File: config.mk
export PLATFORM = sky130hd
export DESIGN_NAME = pe_seq_controller
export DESIGN_NICKNAME = d
export VERILOG_FILES = /design/src/rtl/pe_pkg.sv /design/src/rtl/pe_seq_controller.sv
export SDC_FILE = /design/constraint.sdc
export NUM_CORES = 1
export LEC_CHECK = 0
export ABC_AREA = 1
export BUFFER_PORTS_ARGS = -buffer_cell sky130_fd_sc_hd__buf_2
export CORE_UTILIZATION = 30
export CTS_BUF_LIST = sky130_fd_sc_hd__clkbuf_2 sky130_fd_sc_hd__clkbuf_4 sky130_fd_sc_hd__clkbuf_8
export DETAILED_ROUTE_END_ITERATION = 16
export SLEW_MARGIN = 5
export SYNTH_ARGS = -nofsm -noshare
export SYNTH_HDL_FRONTEND = slang
export SYNTH_SLANG_ARGS = --single-unit
File: constraint.sdc
create_clock -name clk -period 4.64 [get_ports clk]
set_input_delay 0.232 -clock clk [delete_from_list [all_inputs] [get_ports clk]]
set_output_delay 0.232 -clock clk [all_outputs]
set_load 0.01 [all_outputs]
File: src/rtl/pe_pkg.sv
// Shared definitions for the PE sequencer.
//   - Port widths for addresses, opcodes, PE op-codes and error codes.
//   - Instruction opcode enum (instruction bits [3:0]).
//   - PE operation code enum driven on pe_opcode.
//   - Error code enum reported on err_code.
//   - Sequencer state enum.
package pe_pkg;

  localparam int unsigned ADDR_W  = 8;
  localparam int unsigned OPC_W   = 4;
  localparam int unsigned PE_OP_W = 3;
  localparam int unsigned ERR_W   = 2;

  typedef enum logic [OPC_W-1:0] {
    OP_NOOP          = 4'd0,
    OP_FETCH_A       = 4'd1,
    OP_FETCH_B       = 4'd2,
    OP_ADD           = 4'd3,
    OP_SUB           = 4'd4,
    OP_MUL           = 4'd5,
    OP_DOTP          = 4'd6,
    OP_STORE_TEMP_S1 = 4'd7,
    OP_STORE_TEMP_S2 = 4'd8,
    OP_STORE_RESULT  = 4'd9,
    OP_STOP          = 4'd10
  } opcode_e;

  typedef enum logic [PE_OP_W-1:0] {
    PE_NONE = 3'd0,
    PE_ADD  = 3'd1,
    PE_SUB  = 3'd2,
    PE_MUL  = 3'd3,
    PE_DOTP = 3'd4
  } pe_op_e;

  typedef enum logic [ERR_W-1:0] {
    ERR_NONE    = 2'd0,
    ERR_ILLEGAL = 2'd1,
    ERR_TIMEOUT = 2'd2,
    ERR_OVERRUN = 2'd3
  } err_code_e;

  typedef enum logic [2:0] {
    ST_IDLE     = 3'd0,
    ST_FETCH    = 3'd1,
    ST_DECODE   = 3'd2,
    ST_WAIT_S1  = 3'd3,
    ST_WAIT_S2  = 3'd4,
    ST_WAIT_RES = 3'd5,
    ST_HALT     = 3'd6,
    ST_ERR      = 3'd7
  } state_e;

endpackage

File: src/rtl/pe_seq_controller.sv
// PE sequencer: fetches 16-bit instructions from an external IRAM, issues
// operand reads, PE operations and store strobes, and waits on PE stage
// valids for the store instructions.
//
// Ports:
//   clk, rst                 clock, synchronous active-high reset
//   start                    run pulse (honoured in IDLE/HALT only)
//   step_en, step            single-step mode and step pulse
//   imem_addr / imem_rdata   instruction address / data (data one cycle later)
//   dmem_a_rd, dmem_a_addr   operand-A read strobe and address
//   dmem_b_rd, dmem_b_addr   operand-B read strobe and address
//   pe_issue, pe_opcode      PE operation strobe and code
//   pe_stage_1_valid/_2_     PE stage results ready
//   store_temp_s1/_s2        temp-store strobes
//   store_result, res_addr   result-store strobe and latched address
//   busy, done, err          status
//   err_code                 1 illegal opcode, 2 wait timeout, 3 pc overrun
//   pc                       current program counter
module pe_seq_controller
  import pe_pkg::*;
#(
  parameter int unsigned INST_W       = 16,
  parameter int unsigned DATA_LEN     = 32,
  parameter int unsigned IRAM_DEPTH   = 256,
  parameter int unsigned DRAM_DEPTH   = 256,
  parameter int unsigned WAIT_TIMEOUT = 64
) (
  input  logic               clk,
  input  logic               rst,
  input  logic               start,
  input  logic               step_en,
  input  logic               step,
  output logic [ADDR_W-1:0]  imem_addr,
  input  logic [INST_W-1:0]  imem_rdata,
  output logic               dmem_a_rd,
  output logic [ADDR_W-1:0]  dmem_a_addr,
  output logic               dmem_b_rd,
  output logic [ADDR_W-1:0]  dmem_b_addr,
  output logic               pe_issue,
  output logic [PE_OP_W-1:0] pe_opcode,
  input  logic               pe_stage_1_valid,
  input  logic               pe_stage_2_valid,
  output logic               store_temp_s1,
  output logic               store_temp_s2,
  output logic               store_result,
  output logic [ADDR_W-1:0]  res_addr,
  output logic               busy,
  output logic               done,
  output logic               err,
  output logic [ERR_W-1:0]   err_code,
  output logic [ADDR_W-1:0]  pc
);

  localparam int unsigned       WCNT_W    = $clog2(WAIT_TIMEOUT + 1);
  localparam logic [ADDR_W-1:0] LAST_PC   = ADDR_W'(IRAM_DEPTH - 1);
  localparam logic [WCNT_W-1:0] WAIT_LAST = WCNT_W'(WAIT_TIMEOUT - 1);

  state_e              state_q;
  logic [ADDR_W-1:0]   pc_q;
  logic [ADDR_W-1:0]   res_addr_q;
  logic [WCNT_W-1:0]   wcnt_q;
  err_code_e           err_q;

  opcode_e             opc;
  logic [ADDR_W-1:0]   operand;
  pe_op_e              pe_op;
  logic                instr_done;

  assign opc     = opcode_e'(imem_rdata[OPC_W-1:0]);
  assign operand = imem_rdata[OPC_W +: ADDR_W];

  // Reserved instruction bits and the data-path sizing parameters have no
  // effect on sequencing.
  logic unused_inputs;
  assign unused_inputs = ^{imem_rdata[INST_W-1:OPC_W+ADDR_W],
                           1'(DATA_LEN), 1'(DRAM_DEPTH)};

  // Strobes are decoded from the current state and instruction so they are
  // high in exactly the decode / wait-completion cycle. instr_done marks the
  // cycle in which an instruction that advances pc finishes.
  always_comb begin
    dmem_a_rd     = 1'b0;
    dmem_a_addr   = '0;
    dmem_b_rd     = 1'b0;
    dmem_b_addr   = '0;
    pe_issue      = 1'b0;
    pe_op         = PE_NONE;
    store_temp_s1 = 1'b0;
    store_temp_s2 = 1'b0;
    store_result  = 1'b0;
    instr_done    = 1'b0;
    case (state_q)
      ST_DECODE: begin
        case (opc)
          OP_NOOP: instr_done = 1'b1;
          OP_FETCH_A: begin
            dmem_a_rd   = 1'b1;
            dmem_a_addr = operand;
            instr_done  = 1'b1;
          end
          OP_FETCH_B: begin
            dmem_b_rd   = 1'b1;
            dmem_b_addr = operand;
            instr_done  = 1'b1;
          end
          OP_ADD: begin
            pe_issue   = 1'b1;
            pe_op      = PE_ADD;
            instr_done = 1'b1;
          end
          OP_SUB: begin
            pe_issue   = 1'b1;
            pe_op      = PE_SUB;
            instr_done = 1'b1;
          end
          OP_MUL: begin
            pe_issue   = 1'b1;
            pe_op      = PE_MUL;
            instr_done = 1'b1;
          end
          OP_DOTP: begin
            pe_issue   = 1'b1;
            pe_op      = PE_DOTP;
            instr_done = 1'b1;
          end
          default: ;
        endcase
      end
      ST_WAIT_S1: begin
        store_temp_s1 = pe_stage_1_valid;
        instr_done    = pe_stage_1_valid;
      end
      ST_WAIT_S2: begin
        store_temp_s2 = pe_stage_2_valid;
        instr_done    = pe_stage_2_valid;
      end
      ST_WAIT_RES: begin
        store_result = pe_stage_2_valid;
        instr_done   = pe_stage_2_valid;
      end
      default: ;
    endcase
  end

  assign pe_opcode = pe_op;

  // Every pc-advancing completion (decode of a simple op or a wait that saw
  // its valid) shares one path, so the overrun check lives in one place.
  always_ff @(posedge clk) begin
    if (rst) begin
      state_q    <= ST_IDLE;
      pc_q       <= '0;
      wcnt_q     <= '0;
      res_addr_q <= '0;
      err_q      <= ERR_NONE;
    end else if (instr_done) begin
      if (pc_q == LAST_PC) begin
        state_q <= ST_ERR;
        err_q   <= ERR_OVERRUN;
      end else begin
        pc_q    <= pc_q + 1'b1;
        state_q <= ST_FETCH;
      end
    end else begin
      case (state_q)
        ST_IDLE, ST_HALT: begin
          if (start) begin
            pc_q    <= '0;
            state_q <= ST_FETCH;
          end
        end
        ST_FETCH: begin
          if (!step_en || step) state_q <= ST_DECODE;
        end
        ST_DECODE: begin
          case (opc)
            OP_STORE_TEMP_S1: begin
              wcnt_q  <= '0;
              state_q <= ST_WAIT_S1;
            end
            OP_STORE_TEMP_S2: begin
              wcnt_q  <= '0;
              state_q <= ST_WAIT_S2;
            end
            OP_STORE_RESULT: begin
              wcnt_q     <= '0;
              res_addr_q <= operand;
              state_q    <= ST_WAIT_RES;
            end
            OP_STOP: state_q <= ST_HALT;
            OP_NOOP, OP_FETCH_A, OP_FETCH_B,
            OP_ADD, OP_SUB, OP_MUL, OP_DOTP: ;
            default: begin
              state_q <= ST_ERR;
              err_q   <= ERR_ILLEGAL;
            end
          endcase
        end
        ST_WAIT_S1, ST_WAIT_S2, ST_WAIT_RES: begin
          // wcnt_q counts completed wait cycles without a valid.
          if (wcnt_q == WAIT_LAST) begin
            state_q <= ST_ERR;
            err_q   <= ERR_TIMEOUT;
          end else begin
            wcnt_q <= wcnt_q + 1'b1;
          end
        end
        default: ;  // ST_ERR holds until reset
      endcase
    end
  end

  assign imem_addr = pc_q;
  assign pc        = pc_q;
  assign res_addr  = res_addr_q;
  assign err_code  = err_q;
  assign busy      = (state_q == ST_FETCH)   || (state_q == ST_DECODE)  ||
                     (state_q == ST_WAIT_S1) || (state_q == ST_WAIT_S2) ||
                     (state_q == ST_WAIT_RES);
  assign done      = (state_q == ST_HALT);
  assign err       = (state_q == ST_ERR);

endmodule
==> reports/summary.md <==
Routing
• 4330 um — total routed wirelength
• 4.594 — ratio of routed vias to standard cells
• 0 — DRC violation count after routing
• 0 — count of nets left with antenna violations after detail routing
• 4 — number of detailed-routing iterations run before antenna repair
• 10.16 um — drt wl/cell
• met4 — top metal layer carrying routed signals
• 1919 um — WL met2
• 1957 — via count
• 2119 um — length of routed wiring on met1
• 262 um — DR WL met3
• 50 — violation count after the first detailed-route iteration

Setup path
• output pin — endpoint kind of the worst setup timing path
• dfxtp_1 — Slowest cell on crit path
• nand3_4, inv_4, nand3_1, nor2_1, buf_2 — critical path cell sequence
• 1.73 ns — critical path arrival
• flip-flop — crit path launch type
• 0.55 ns — Slowest Stage Delay on Critical Path
• 9 — CP max FO
• 4.41 ns — data required time at the worst endpoint
• flip-flop to output pin — type of the worst setup path

Timing
• 1.965 ns — final critical path time including I/O delays and setup
• 0.3186 ns — smallest hold slack
• 0 — max-slew violation total from the final report
• 0 — final number of setup-violating endpoints
• 0.4216 ns — transition at the pin with the smallest max-transition slack
• 0 — Hold Vio Cnt, Final
• 0.7171 — Rel. slew slack
• false — unrepaired setup endpoints after global routing
• 509.0 MHz — Max Clock Freq
• 0.009604 ns — setup skew after layout
• 0 ns — TNS Setup
• 0.4234 — final period utilization

Floorplanning
• 77 — Top Ports
• 5675 um^2 — core region area
• 27 — Rows
• 79.74 um — Die Y-Extent
• 6358 um^2 — DIE AREA
• 79.74 um — Die Wd
• 0.3194 — Initial Utilization

Power and ir drop
• 1.143 nW — P_leak
• 0.1671 mV — worst vdd ir
• 384.1 nW/um^2 — power per standard cell area

Synth
• 28 — Seq cells post-synth
• 290 — Synth Instances
• 1813 um^2 — netlist area before placement
• 0 — number of enable-type register cells in the synthesized netlist
• 315 — net count of the mapped netlist
• dfxtp_1 — Main synth FF type
• 0 — yosys warns
• 0 — share of flip-flops with an asynchronous set or reset after synthesis
• 30 — number of distinct library cell variants in the gate-level netlist after synthesis
• 0.3092 — share of the yosys chip area belonging to registers
• 6.252 um^2 — Syn Area/Cell

Job
• 0 — number of max-cap violations

Global routing
• 1686 — via count of the first global-routing pass
• 19 — pin count of the biggest net entering global routing
• 0 — initial antenna violation count
• 7265 um — first-pass GRT wire length
• 0 — overall overflow remaining after global route
• 0.1408 — Total GRT Usage

Finish
• 1032 um^2 — area used by multi-input combinational logic
• 0.2797 — ratio of cells with drive above 1 in the final layout
• 0 — Ant. Diodes
• 0.3937 — final core area utilization
• 560.5 um^2 — sequential cell area
• 380 — number of nets at the end of the flow
• 623 — layout filler cell count
• 426 — final non-filler cell total
• 23.26% — area delta synth->final

Clock tree
• 0.28 ns — insertion delay of the later-clocked pin in the worst-skew pair
• 3 — CTS buffer count
• 0 — hold buffers post-CTS
• 0 — total setup buffers inserted after CTS
• 1 — Clock H-tree levels
• 28 — Clock Sinks
• 2 — number of buffers on the longest clock path
• 0 — post-CTS resize count
• 0.10 ns — clock slew seen by the registers of the worst setup and hold paths
• yes — CTS tree
• clkbuf_8 — clock root buffer master

Placement
• 0.8056 — Final Wtd Congestion
• 72 — number of buffer cells added on primary ports
• 3351 um — HPWL after detailed placement
• 422 — total instance count after detailed placement

Status
• finished clean — result of the run

Hold path
• primary input to flip-flop — Hold WC Path Type

cells in the mapped netlist (3+ instances only):
cell	instances	area share
nand3_1	13	0.036
nand2_1	58	0.12
inv_2	6	0.012
buf_4	8	0.033
a21oi_1	32	0.088
nand2_2	3	0.010
inv_1	27	0.056
o21ai_1	8	0.022
or2_2	3	0.010
nand4_1	4	0.014
nor2_1	63	0.13
dfxtp_1	28	0.31
nor3_1	10	0.028
o21ai_0	3	0.0083
nand2_4	3	0.019
through the flow:
stage	instance area [um^2]	setup slack (ns)	power, mW
2_1_floorplan	1813	3.059	0.6157
3_3_place_gp	2180	2.909	0.7144
5_1_grt	2235	2.505	0.9320
4_1_cts	2235	2.622	0.8685
3_5_place_dp	2180	2.911	0.7128
6_report	2235	2.675	0.8583
routing by layer:
| layer | vias up | track usage |
|---|---|---|
| met5 | - | 0 |
| met4 | 0 | 0.02679 |
| met3 | 5 | 0.03771 |
| met2 | 70 | 0.2462 |
| met1 | 832 | 0.1729 |
| li1 | 1050 | - |
final cells by class:
cell class,count,area share
clock buffer,4,0.02464
sequential,28,0.2508
inverter,35,0.06103
timing repair buffer,72,0.1613
tap,72,0.04031
multi-input combinational,215,0.4619
worst paths after layout:
path | endpoint | depth (start not counted) | start | slack, ns
min | res_addr[6]$_SDFFE_PP0P_ | 5 | imem_rdata[10] | 0.32
min reg2reg | wcnt_q[6]$_SDFFE_PP0P_ | 2 | wcnt_q[6]$_SDFFE_PP0P_ | 0.47
max reg2reg | err_code[1]$_SDFFE_PP0P_ | 10 | imem_addr[1]$_SDFFE_PP0P_ | 2.89
max | dmem_b_addr[2] | 5 | state_q[1]$_SDFFE_PP0P_ | 2.68
layout by cell type (no fill, tap or decap), drive strengths merged:
cell    Yosys  layout
o21ai      12      12
inv        35      35
dfxtp      28      28
nor3       10      10
nand3      15      15
clkbuf      2       4
a31oi       1       1
nand2      64      64
a21oi      32      32
o31ai       1       1
nor2       66      66
xor2        1       1
buf        10      72
nand3b      1       1
nor4        1       1
ha          2       2
xnor2       2       2
nand4       4       4
or2         3       3
report_power, final:
part | switching (mW) | leakage (nW) | total [mW] | internal, mW
clock network | 0.0775 | 0.0288 | 0.154 | 0.0761
logic | 0.277 | 0.887 | 0.408 | 0.131
registers | 0.0314 | 0.227 | 0.297 | 0.265
worst max-delay path, delay by kind of cell, from the launching register on:
family	cells	cell delay [ns]
simple gates	3	0.62
flops	1	0.55
buf+inv	2	0.28
flip-flops by register name, indices dropped and copies added (netlist names):
name       flops
res_addr       8
wcnt_q         7
err_code       2
imem_addr      8
state_q        3
cell families after synthesis:
logic type	share of synthesized area
AO/OA/AOI/OAI	0.1311
XOR/XNOR	0.01450
adder cells (fa/ha/maj)	0.01380
buffers and inverters	0.1215
flip-flops	0.3092
AND/OR/NAND/NOR	0.4099
Power figures use the tool's default switching activity.
